**src/rtl/fetch_stage.sv**
```systemverilog
// fetch_stage: instruction-fetch stage with PCF, a single-entry fetch buffer
// and the IF/ID pipeline register feeding decode.
//  - One imem request may be outstanding at a time.
//  - A request is granted in S_REQ, its response arrives in S_WAIT, and a
//    response orphaned by a redirect is swallowed in S_DRAIN.
//  - Decode fields are sliced combinationally from the IF/ID instruction.
module fetch_stage #(
  parameter logic [31:0] RESET_PC  = 32'h0000_0000,
  parameter logic [31:0] NOP_INSTR = 32'hE1A0_0000
) (
  input  logic        clk,
  input  logic        reset,
  output logic        imem_req,
  output logic [31:0] imem_addr,
  input  logic        imem_gnt,
  input  logic        imem_rvalid,
  input  logic [31:0] imem_rdata,
  input  logic        BranchTakenE,
  input  logic [31:0] ALUResultE,
  input  logic        PCSrcW,
  input  logic [31:0] ResultW,
  input  logic        StallF,
  input  logic        StallD,
  input  logic        FlushD,
  input  logic [1:0]  RegSrcD,
  output logic [31:0] inst_bus,
  output logic [31:0] pc_plus8_d,
  output logic        valid_d,
  output logic [3:0]  Cond,
  output logic [1:0]  Op,
  output logic [5:0]  Funct,
  output logic [3:0]  Rd,
  output logic [3:0]  ra1d,
  output logic [3:0]  ra2d,
  output logic        fetch_bubble
);

  typedef enum logic [1:0] {
    S_REQ   = 2'd0,
    S_WAIT  = 2'd1,
    S_DRAIN = 2'd2
  } state_t;

  state_t      state_q, state_d;
  logic [31:0] pcf_q, pcf_d;
  logic [31:0] req_pc_q, req_pc_d;
  logic [31:0] buf_q, buf_d;
  logic [31:0] buf_pc_q, buf_pc_d;
  logic        buf_valid_q, buf_valid_d;
  logic [31:0] inst_q, inst_d;
  logic [31:0] pcp8_q, pcp8_d;
  logic        valid_q, valid_d_s;
  logic        bubble_q, bubble_d;

  logic        redirect_s;
  logic [31:0] target_s;
  logic        consume_s;
  logic        req_s;
  logic        grant_s;
  logic        fill_s;

  // Redirect detection; the execute-stage branch wins over a writeback R15 write.
  always_comb begin
    redirect_s = BranchTakenE | PCSrcW;
    if (BranchTakenE) begin
      target_s = ALUResultE;
    end else begin
      target_s = ResultW;
    end
  end

  // The IF/ID register drains the buffer only when neither flushed nor stalled.
  always_comb begin
    consume_s = buf_valid_q & ~FlushD & ~StallD;
  end

  // FSM state register.
  always_ff @(posedge clk) begin
    if (reset) begin
      state_q <= S_REQ;
    end else begin
      state_q <= state_d;
    end
  end

  // FSM next-state logic.
  always_comb begin
    state_d = state_q;
    case (state_q)
      S_REQ: begin
        if (grant_s) begin
          state_d = S_WAIT;
        end else begin
          state_d = S_REQ;
        end
      end
      S_WAIT: begin
        if (imem_rvalid) begin
          // Kept or discarded, the response closes the transaction.
          state_d = S_REQ;
        end else if (redirect_s) begin
          state_d = S_DRAIN;
        end else begin
          state_d = S_WAIT;
        end
      end
      S_DRAIN: begin
        if (imem_rvalid) begin
          state_d = S_REQ;
        end else begin
          state_d = S_DRAIN;
        end
      end
      default: begin
        state_d = S_REQ;
      end
    endcase
  end

  // FSM outputs: request qualification, grant and buffer-fill strobes.
  always_comb begin
    req_s   = 1'b0;
    fill_s  = 1'b0;
    case (state_q)
      S_REQ: begin
        req_s  = ~StallF & ~redirect_s & (~buf_valid_q | consume_s);
        fill_s = 1'b0;
      end
      S_WAIT: begin
        req_s  = 1'b0;
        fill_s = imem_rvalid & ~redirect_s;
      end
      S_DRAIN: begin
        req_s  = 1'b0;
        fill_s = 1'b0;
      end
      default: begin
        req_s  = 1'b0;
        fill_s = 1'b0;
      end
    endcase
    grant_s = req_s & imem_gnt;
  end

  assign imem_req  = req_s;
  assign imem_addr = pcf_q;

  // PCF and the address of the outstanding request.
  always_comb begin
    pcf_d    = pcf_q;
    req_pc_d = req_pc_q;
    if (redirect_s) begin
      pcf_d = target_s;
    end else if (grant_s) begin
      pcf_d = pcf_q + 32'd4;
    end else begin
      pcf_d = pcf_q;
    end
    if (grant_s) begin
      req_pc_d = pcf_q;
    end else begin
      req_pc_d = req_pc_q;
    end
  end

  // Fetch buffer: redirect clears it, a kept response fills it, decode drains it.
  always_comb begin
    buf_d       = buf_q;
    buf_pc_d    = buf_pc_q;
    buf_valid_d = buf_valid_q;
    if (redirect_s) begin
      buf_valid_d = 1'b0;
    end else if (fill_s) begin
      buf_d       = imem_rdata;
      buf_pc_d    = req_pc_q;
      buf_valid_d = 1'b1;
    end else if (consume_s) begin
      buf_valid_d = 1'b0;
    end else begin
      buf_valid_d = buf_valid_q;
    end
  end

  // Fetch-side registers.
  always_ff @(posedge clk) begin
    if (reset) begin
      pcf_q       <= RESET_PC;
      req_pc_q    <= RESET_PC;
      buf_q       <= NOP_INSTR;
      buf_pc_q    <= RESET_PC;
      buf_valid_q <= 1'b0;
    end else begin
      pcf_q       <= pcf_d;
      req_pc_q    <= req_pc_d;
      buf_q       <= buf_d;
      buf_pc_q    <= buf_pc_d;
      buf_valid_q <= buf_valid_d;
    end
  end

  // IF/ID next state: flush beats stall, stall beats load, else insert a bubble.
  always_comb begin
    inst_d    = inst_q;
    pcp8_d    = pcp8_q;
    valid_d_s = valid_q;
    bubble_d  = 1'b0;
    if (FlushD) begin
      inst_d    = NOP_INSTR;
      valid_d_s = 1'b0;
    end else if (StallD) begin
      inst_d    = inst_q;
      valid_d_s = valid_q;
    end else if (buf_valid_q) begin
      inst_d    = buf_q;
      pcp8_d    = buf_pc_q + 32'd8;
      valid_d_s = 1'b1;
    end else begin
      inst_d    = NOP_INSTR;
      valid_d_s = 1'b0;
      bubble_d  = 1'b1;
    end
  end

  // IF/ID pipeline register.
  always_ff @(posedge clk) begin
    if (reset) begin
      inst_q   <= NOP_INSTR;
      pcp8_q   <= RESET_PC + 32'd8;
      valid_q  <= 1'b0;
      bubble_q <= 1'b0;
    end else begin
      inst_q   <= inst_d;
      pcp8_q   <= pcp8_d;
      valid_q  <= valid_d_s;
      bubble_q <= bubble_d;
    end
  end

  assign inst_bus     = inst_q;
  assign pc_plus8_d   = pcp8_q;
  assign valid_d      = valid_q;
  assign fetch_bubble = bubble_q;

  // Decode fields and register-read addresses.
  always_comb begin
    Cond  = inst_q[31:28];
    Op    = inst_q[27:26];
    Funct = inst_q[25:20];
    Rd    = inst_q[15:12];
    if (RegSrcD[0]) begin
      ra1d = 4'd15;
    end else begin
      ra1d = inst_q[19:16];
    end
    if (RegSrcD[1]) begin
      ra2d = inst_q[15:12];
    end else begin
      ra2d = inst_q[3:0];
    end
  end

endmodule

```
**config.mk**
```make
export PLATFORM = sky130hd
export DESIGN_NAME = fetch_stage
export DESIGN_NICKNAME = d
export VERILOG_FILES = /design/src/rtl/fetch_stage.sv
export SDC_FILE = /design/constraint.sdc
export NUM_CORES = 1
export LEC_CHECK = 0
export CAP_MARGIN = 25
export CORE_AREA = 2 2 149 151
export DETAILED_ROUTE_END_ITERATION = 10
export DIE_AREA = 0 0 151 153
export HOLD_SLACK_MARGIN = 0.03
export MAX_ROUTING_LAYER = met4
export PLACE_DENSITY_LB_ADDON = 0.12
export SLEW_MARGIN = 30
export SYNTH_ARGS = -nofsm -noshare
export SYNTH_HDL_FRONTEND = slang
export SYNTH_SLANG_ARGS = --single-unit
```
**constraint.sdc**
```tcl
create_clock -name clk -period 2.4 [get_ports clk]
set_input_delay 0.6 -clock clk [delete_from_list [all_inputs] [get_ports clk]]
set_output_delay 0.6 -clock clk [all_outputs]
set_load 0.005 [all_outputs]
```
### Word-level counts from Yosys, hierarchy flattened

Index checks and enable logic that the tools add are counted.

| storage, ports and cells | value |
|---|---|
| register bits | 197 |
| input port bits | 107 |
| output and inout bits | 123 |
| word-level logic and storage cells | 52 |

| operators by class | value |
|---|---|
| add/subtract/negate cells | 2 |
| equal/unequal tests | 2 |
| mux-type cells | 17 |
| bitwise operators | 13 |
| reduce and logical (&&, ||, !) cells | 8 |

Operator list:

| operator | count |
|---|---|
| 32-bit 2-to-1 mux | 4 |
| 32-bit by 3-bit adder with 32-bit output, second input constant | 1 |
| 32-bit by 4-bit adder with 32-bit output, second input constant | 1 |
| 4-bit 2-to-1 mux | 2 |
| 1-bit 2-to-1 mux | 7 |
| 1-bit bitwise AND | 6 |
| 2-bit 2-to-1 mux | 3 |
| 2-bit one-hot mux with 3 select lines | 1 |
| 1-bit inverter | 5 |
| 2-bit nonzero test | 2 |
| 2-bit OR reduction | 2 |
| 3-bit AND reduction | 1 |
| 3-bit OR reduction | 1 |
| 2-bit by 1-bit == test with 1-bit output, second input constant | 1 |
| 2-bit == test, second input constant | 1 |
| 2-bit zero test | 1 |
| 1-bit OR | 2 |
| 2-bit AND reduction | 1 |

### Logic depth before layout (Yosys ltp)

| depth | value |
|---|---|
| depth after elaboration | 9 |
| mapped depth | 7 |
| gate-level depth less buffers | 6 |

### Worst setup path before layout

OpenSTA, ideal clock, no wires.

| path | value |
|---|---|
| path kind | input to output |
| start | input PCSrcW |
| end | output imem_req |
| arrival | 1.453 ns |
| data required time | 1.800 ns |
| path slack | 0.347 ns |
| cell stages on the path | 4 |
| buffers on the path | 2 |
| path through | or2_2 clkbuf_1 clkbuf_1 nor3_1 |

| on the way | value |
|---|---|
| word-level cells in the longest chain between the ends | 5 |

RTL lines:

| element | line | source |
|---|---|---|
| start, declared | 20 | `input logic PCSrcW,` |
| 1-bit OR | 64 | `redirect_s = BranchTakenE \| PCSrcW;` |
| 1-bit inverter (no source line) | - |  |
| 1-bit bitwise AND (2 in series) | 126 | `req_s = ~StallF & ~redirect_s & (~buf_valid_q \| consume_s);` |
| 1-bit 2-to-1 mux | 124 | `case (state_q)` |
| end, declared | 13 | `output logic imem_req,` |

Every way passes these cells.

### Final worst setup path

| path | value |
|---|---|
| start | input RegSrcD[0] |
| end | output ra1d[0] |

| on the way | value |
|---|---|
| word-level cells in the longest chain between the ends | 1 |

RTL lines:

| element | line | source |
|---|---|---|
| start, declared | 25 | `input logic [1:0] RegSrcD,` |
| 4-bit 2-to-1 mux | 250 | `if (RegSrcD[0]) begin` |
| end, declared | 33 | `output logic [3:0] ra1d,` |

Every way passes these cells.

==> parameters.txt <==
Parameter                              Value

Run status
  Result of the run ... finished clean

Timing
  Minimum clock period ... 2360 ps
  Worst setup margin ... 43.9 ps
  Accumulated negative setup slack ... 0 ps
  Number of slew-limit violations in the final report ... 0
  Final Setup Violations ... 0
  Tightest Pin Transition ... between 500 and 600 ps
  Final period util ... between 90% and 100%
  Setup skew after layout ... ~15 ps
  RSZ-0062 raised after global routing ... no
  Number of hold-slack violations in the final timing report ... 0
  Worst-case headroom to the max-slew limit ... between 60% and 70%
  Timing-limited maximum frequency ... approximately 0.42 GHz

Worst setup path
  Type of element capturing the critical path ... output port
  Worst endpoint required time ... approximately 1800 ps
  Highest fanout seen on the critical path ... 4
  CP Buf/Inv Count ... 2
  Reg2reg path depth ... 5
  Cell type group with the largest total delay on the critical path ... buffers and inverters
  Startpoint kind of the worst setup timing path ... primary input
  Largest stage delay on the critical path ... between 400 and 500 ps
  Cell repeated most along the worst path ... sky130_fd_sc_hd__clkdlybuf4s50_1
  Slowest-stage cell, CP ... sky130_fd_sc_hd__clkdlybuf4s50_1
  Crit-path cells ... clkdlybuf4s50_1 -> or2_2 -> clkdlybuf4s50_1
  Arrival @ worst endpoint ... roughly 1800 ps
  Reg-to-reg startpoint ... imem_addr[15]
  Reg2reg setup slack ... about 370 ps
  Kind of critical path ... primary input to output port
  Worst reg2reg path endpoint ... imem_addr[19]

Clock tree
  Worst-case clock buffer depth ... 2
  Number of hold buffers added after CTS ... 0
  Post-CTS setup buffer count ... 0
  Clock Tree Root ... sky130_fd_sc_hd__clkbuf_16
  Later-pin clock latency in the skew report ... around 430 ps
  Clock tree from TritonCTS ... yes
  Sink Count ... about 200
  Clock Pin Slew Worst Setup and Hold Paths ... ~70 ps
  Total number of H-tree levels ... 4
  TritonCTS Buffers ... 17
  Post_cts resized ... 2

Drt
  Aggregate routed wire length ... 23700 um
  Remaining routing DRC violations ... 0
  Final antenna-violating net count ... 0
  Total via count in the routed design ... 8044
  WL per Instance ... roughly 15 um
  Detailed router's first-iteration violation count ... between 300 and 400
  Number of iterations in the first detailed-routing pass ... 5
  Via/cell ratio ... about 5.2

Global route
  Total overflow reported by the global router ... 0
  Vias in the first global route ... ~7600
  Initial antenna violation count ... 0
  Maximum number of pins on one net before global-route repair ... around 110
  Global-route wire length before repair ... slightly below 40000 um
  GRT Util Overall ... 21.3%

Min path
  Worst min-delay path category ... flop to flop
  Worst Hold Path Cells ... 2
  Hold Path Sink ... buf_q[22]
  Worst hold path startpoint ... buf_q[22]

Die
  Floorplan core area ... approximately 21000 um2
  Overall die width ... ~150 um
  Overall die height ... between 150 and 200 um
  Total Die Area ... about 23000 um2
  Initial core utilization ... between 30% and 40%
  Count of boundary I/O pins ... 230
  Core Rows ... between 50 and 60

Placed design
  Detailed placement HPWL ... 17000 um
  Port Buf Inserts ... 229
  Weighted congestion reported at the end of routability-driven placement ... 0.908
  Placed cell areas ... between 10000 and 15000 um2
  Worst setup timing slack at the placement stage ... -270 ps

Synthesis
  Ranking of synthesized cells by area ... sky130_fd_sc_hd__dfxtp_1 (46%), sky130_fd_sc_hd__nand2_1 (10%), sky130_fd_sc_hd__a21oi_1 (8.6%), sky130_fd_sc_hd__nor2_1 (2.9%), sky130_fd_sc_hd__clkbuf_1 (2.7%)
  Synth Warn # ... 0
  Syn Nets ... 1163
  Post-synth top area share ... a little under half
  Netlist Area Pre-Place ... about 8500 um2
  Commonest register cell after synthesis ... sky130_fd_sc_hd__dfxtp_1
  Async S/R FF share, synth ... 0%
  Number of enable-type register cells in the synthesized netlist ... 0
  Sequential-to-total area share from yosys stat ... between 40% and 50%
  Synth area leader ... sky130_fd_sc_hd__dfxtp_1
  Number of cells produced by synthesis ... approximately 1100
  Synth Register Bits ... approximately 200
  Post-synthesis area per instance ... roughly 8 um2
  Distinct cell type count of the synthesized netlist ... 62

Run
  Maximum capacitance violations ... 0

Pwr
  Power Density ... 569 nW/um2
  Leakage component of the power ... between 4 and 5 nW
  Peak supply drop ... roughly 0.38 mV
  Final Power ... 6.71 mW

Cells and area
  Signed area change from the synthesized netlist to the final layout ... 38.6%
  ANT cells ... 0
  Layout cells sized above 1 ... between 8 and 9%
  Fill cells ... around 2100
  Fin nets ... between 1000 and 1500
  Finished Cell Area ... between 10000 and 15000 um2
## cell type report
| type | count | area (um2) | area share (%) |
|---|---|---|---|
| clock buffer | 20 | 437 | 3.70 |
| clock inverter | 12 | 106 | 0.901 |
| inverter | 12 | 45.0 | 0.382 |
| multi-input combinational | 750 | 4100 | 34.7 |
| sequential | 197 | 3940 | 33.4 |
| tap | 280 | 350 | 2.97 |
| timing repair buffer | 284 | 2820 | 23.9 |
## report_power, final
| group | internal (mW) | switching [mW] |
|---|---|---|
| Sequential | 3.32 | 0.0545 |
| Clock | 1.43 | 1.23 |
| Combinational | 0.370 | 0.304 |
| Total | 5.12 | 1.59 |
## flip-flops by register name, summed over array words and instances, names as in the netlist
name	flops
buf_pc_q	32
buf_q	32
imem_addr	32
inst_bus	32
pc_plus8_d	32
req_pc_q	32
state_q	2
buf_valid_q	1
fetch_bubble	1
valid_d	1
## stage by stage
stage | cells | util, % | hold slack [ps]
2_1_floorplan | 1054 | - | 432
3_3_place_gp | 1522 | 52.2 | 438
3_5_place_dp | 1522 | 52.2 | 442
4_1_cts | 1554 | 54.7 | 452
5_1_grt | 1555 | 54.9 | 463
6_report | 1555 | 54.9 | 453
## kinds of logic (layout without fill, tap and decap cells)
family	Yosys count	count (layout)	synth area share, %
AOI/OAI and AO/OA	274	274	18.8
xor gates and xnor gates	37	37	3.81
adders and majority gates	2	2	0.294
buffers and inverters	107	328	5.78
DFF	197	197	46.3
muxes	10	10	1.25
and+or+nand+nor	427	427	23.7
## synthesized netlist by cell type (6+ instances only)
cell,count
sky130_fd_sc_hd__a211oi_1,19
sky130_fd_sc_hd__a22oi_1,19
sky130_fd_sc_hd__buf_2,9
sky130_fd_sc_hd__xor2_1,22
sky130_fd_sc_hd__o22ai_1,19
sky130_fd_sc_hd__nor2_1,66
sky130_fd_sc_hd__nor3_1,15
sky130_fd_sc_hd__buf_1,6
sky130_fd_sc_hd__clkbuf_1,61
sky130_fd_sc_hd__a21oi_1,147
sky130_fd_sc_hd__nand4_1,16
sky130_fd_sc_hd__o21ai_0,36
sky130_fd_sc_hd__buf_4,17
sky130_fd_sc_hd__xnor2_1,15
sky130_fd_sc_hd__a31oi_1,6
sky130_fd_sc_hd__nand3_1,30
sky130_fd_sc_hd__or2_2,6
sky130_fd_sc_hd__nand2_1,226
sky130_fd_sc_hd__inv_1,12
sky130_fd_sc_hd__dfxtp_1,197
sky130_fd_sc_hd__and3_1,24
## layout by cell type (no fill, tap or decap), types with 15 or more instances in the layout
| cell type | n |
|---|---|
| sky130_fd_sc_hd__xor2_1 | 22 |
| sky130_fd_sc_hd__a211oi_1 | 19 |
| sky130_fd_sc_hd__xnor2_1 | 15 |
| sky130_fd_sc_hd__nor2_1 | 65 |
| sky130_fd_sc_hd__nand4_1 | 16 |
| sky130_fd_sc_hd__o21ai_0 | 36 |
| sky130_fd_sc_hd__a22oi_1 | 19 |
| sky130_fd_sc_hd__clkbuf_16 | 17 |
| sky130_fd_sc_hd__nand2_1 | 226 |
| sky130_fd_sc_hd__buf_4 | 48 |
| sky130_fd_sc_hd__a21oi_1 | 147 |
| sky130_fd_sc_hd__clkdlybuf4s50_1 | 222 |
| sky130_fd_sc_hd__dfxtp_1 | 197 |
| sky130_fd_sc_hd__and3_1 | 24 |
| sky130_fd_sc_hd__nand3_1 | 30 |
| sky130_fd_sc_hd__o22ai_1 | 19 |
## worst max-delay path by stage
| stage | start | to | slack (ps) | cells past startpoint |
|---|---|---|---|---|
| after floorplan | PCSrcW | imem_req | 350 | 4 |
| after global placement | PCSrcW | imem_req | -250 | 4 |
| after detailed placement | PCSrcW | imem_req | -270 | 4 |
| after CTS | PCSrcW | imem_req | 10 | 4 |
| after global routing | PCSrcW | imem_req | 0.9 | 4 |
| final | RegSrcD[0] | ra1d[0] | 40 | 3 |
## worst reg2reg max path: stages, from the launching register on
cell                      delay (ps)
sky130_fd_sc_hd__dfxtp_1         440
sky130_fd_sc_hd__nand4_1         230
sky130_fd_sc_hd__or4_4           690
sky130_fd_sc_hd__o31a_1          270
sky130_fd_sc_hd__o21ai_0         180
sky130_fd_sc_hd__a21oi_1          90
## per-layer routing
metal	up-vias	wire length (um)	track usage, %
met5	-	0	-
met4	0	410	6.90
met2	254	10500	32.0
met3	28	1300	3.49
li1	4088	-	-
met1	3674	11500	29.1
Power figures use the tool's default switching activity.
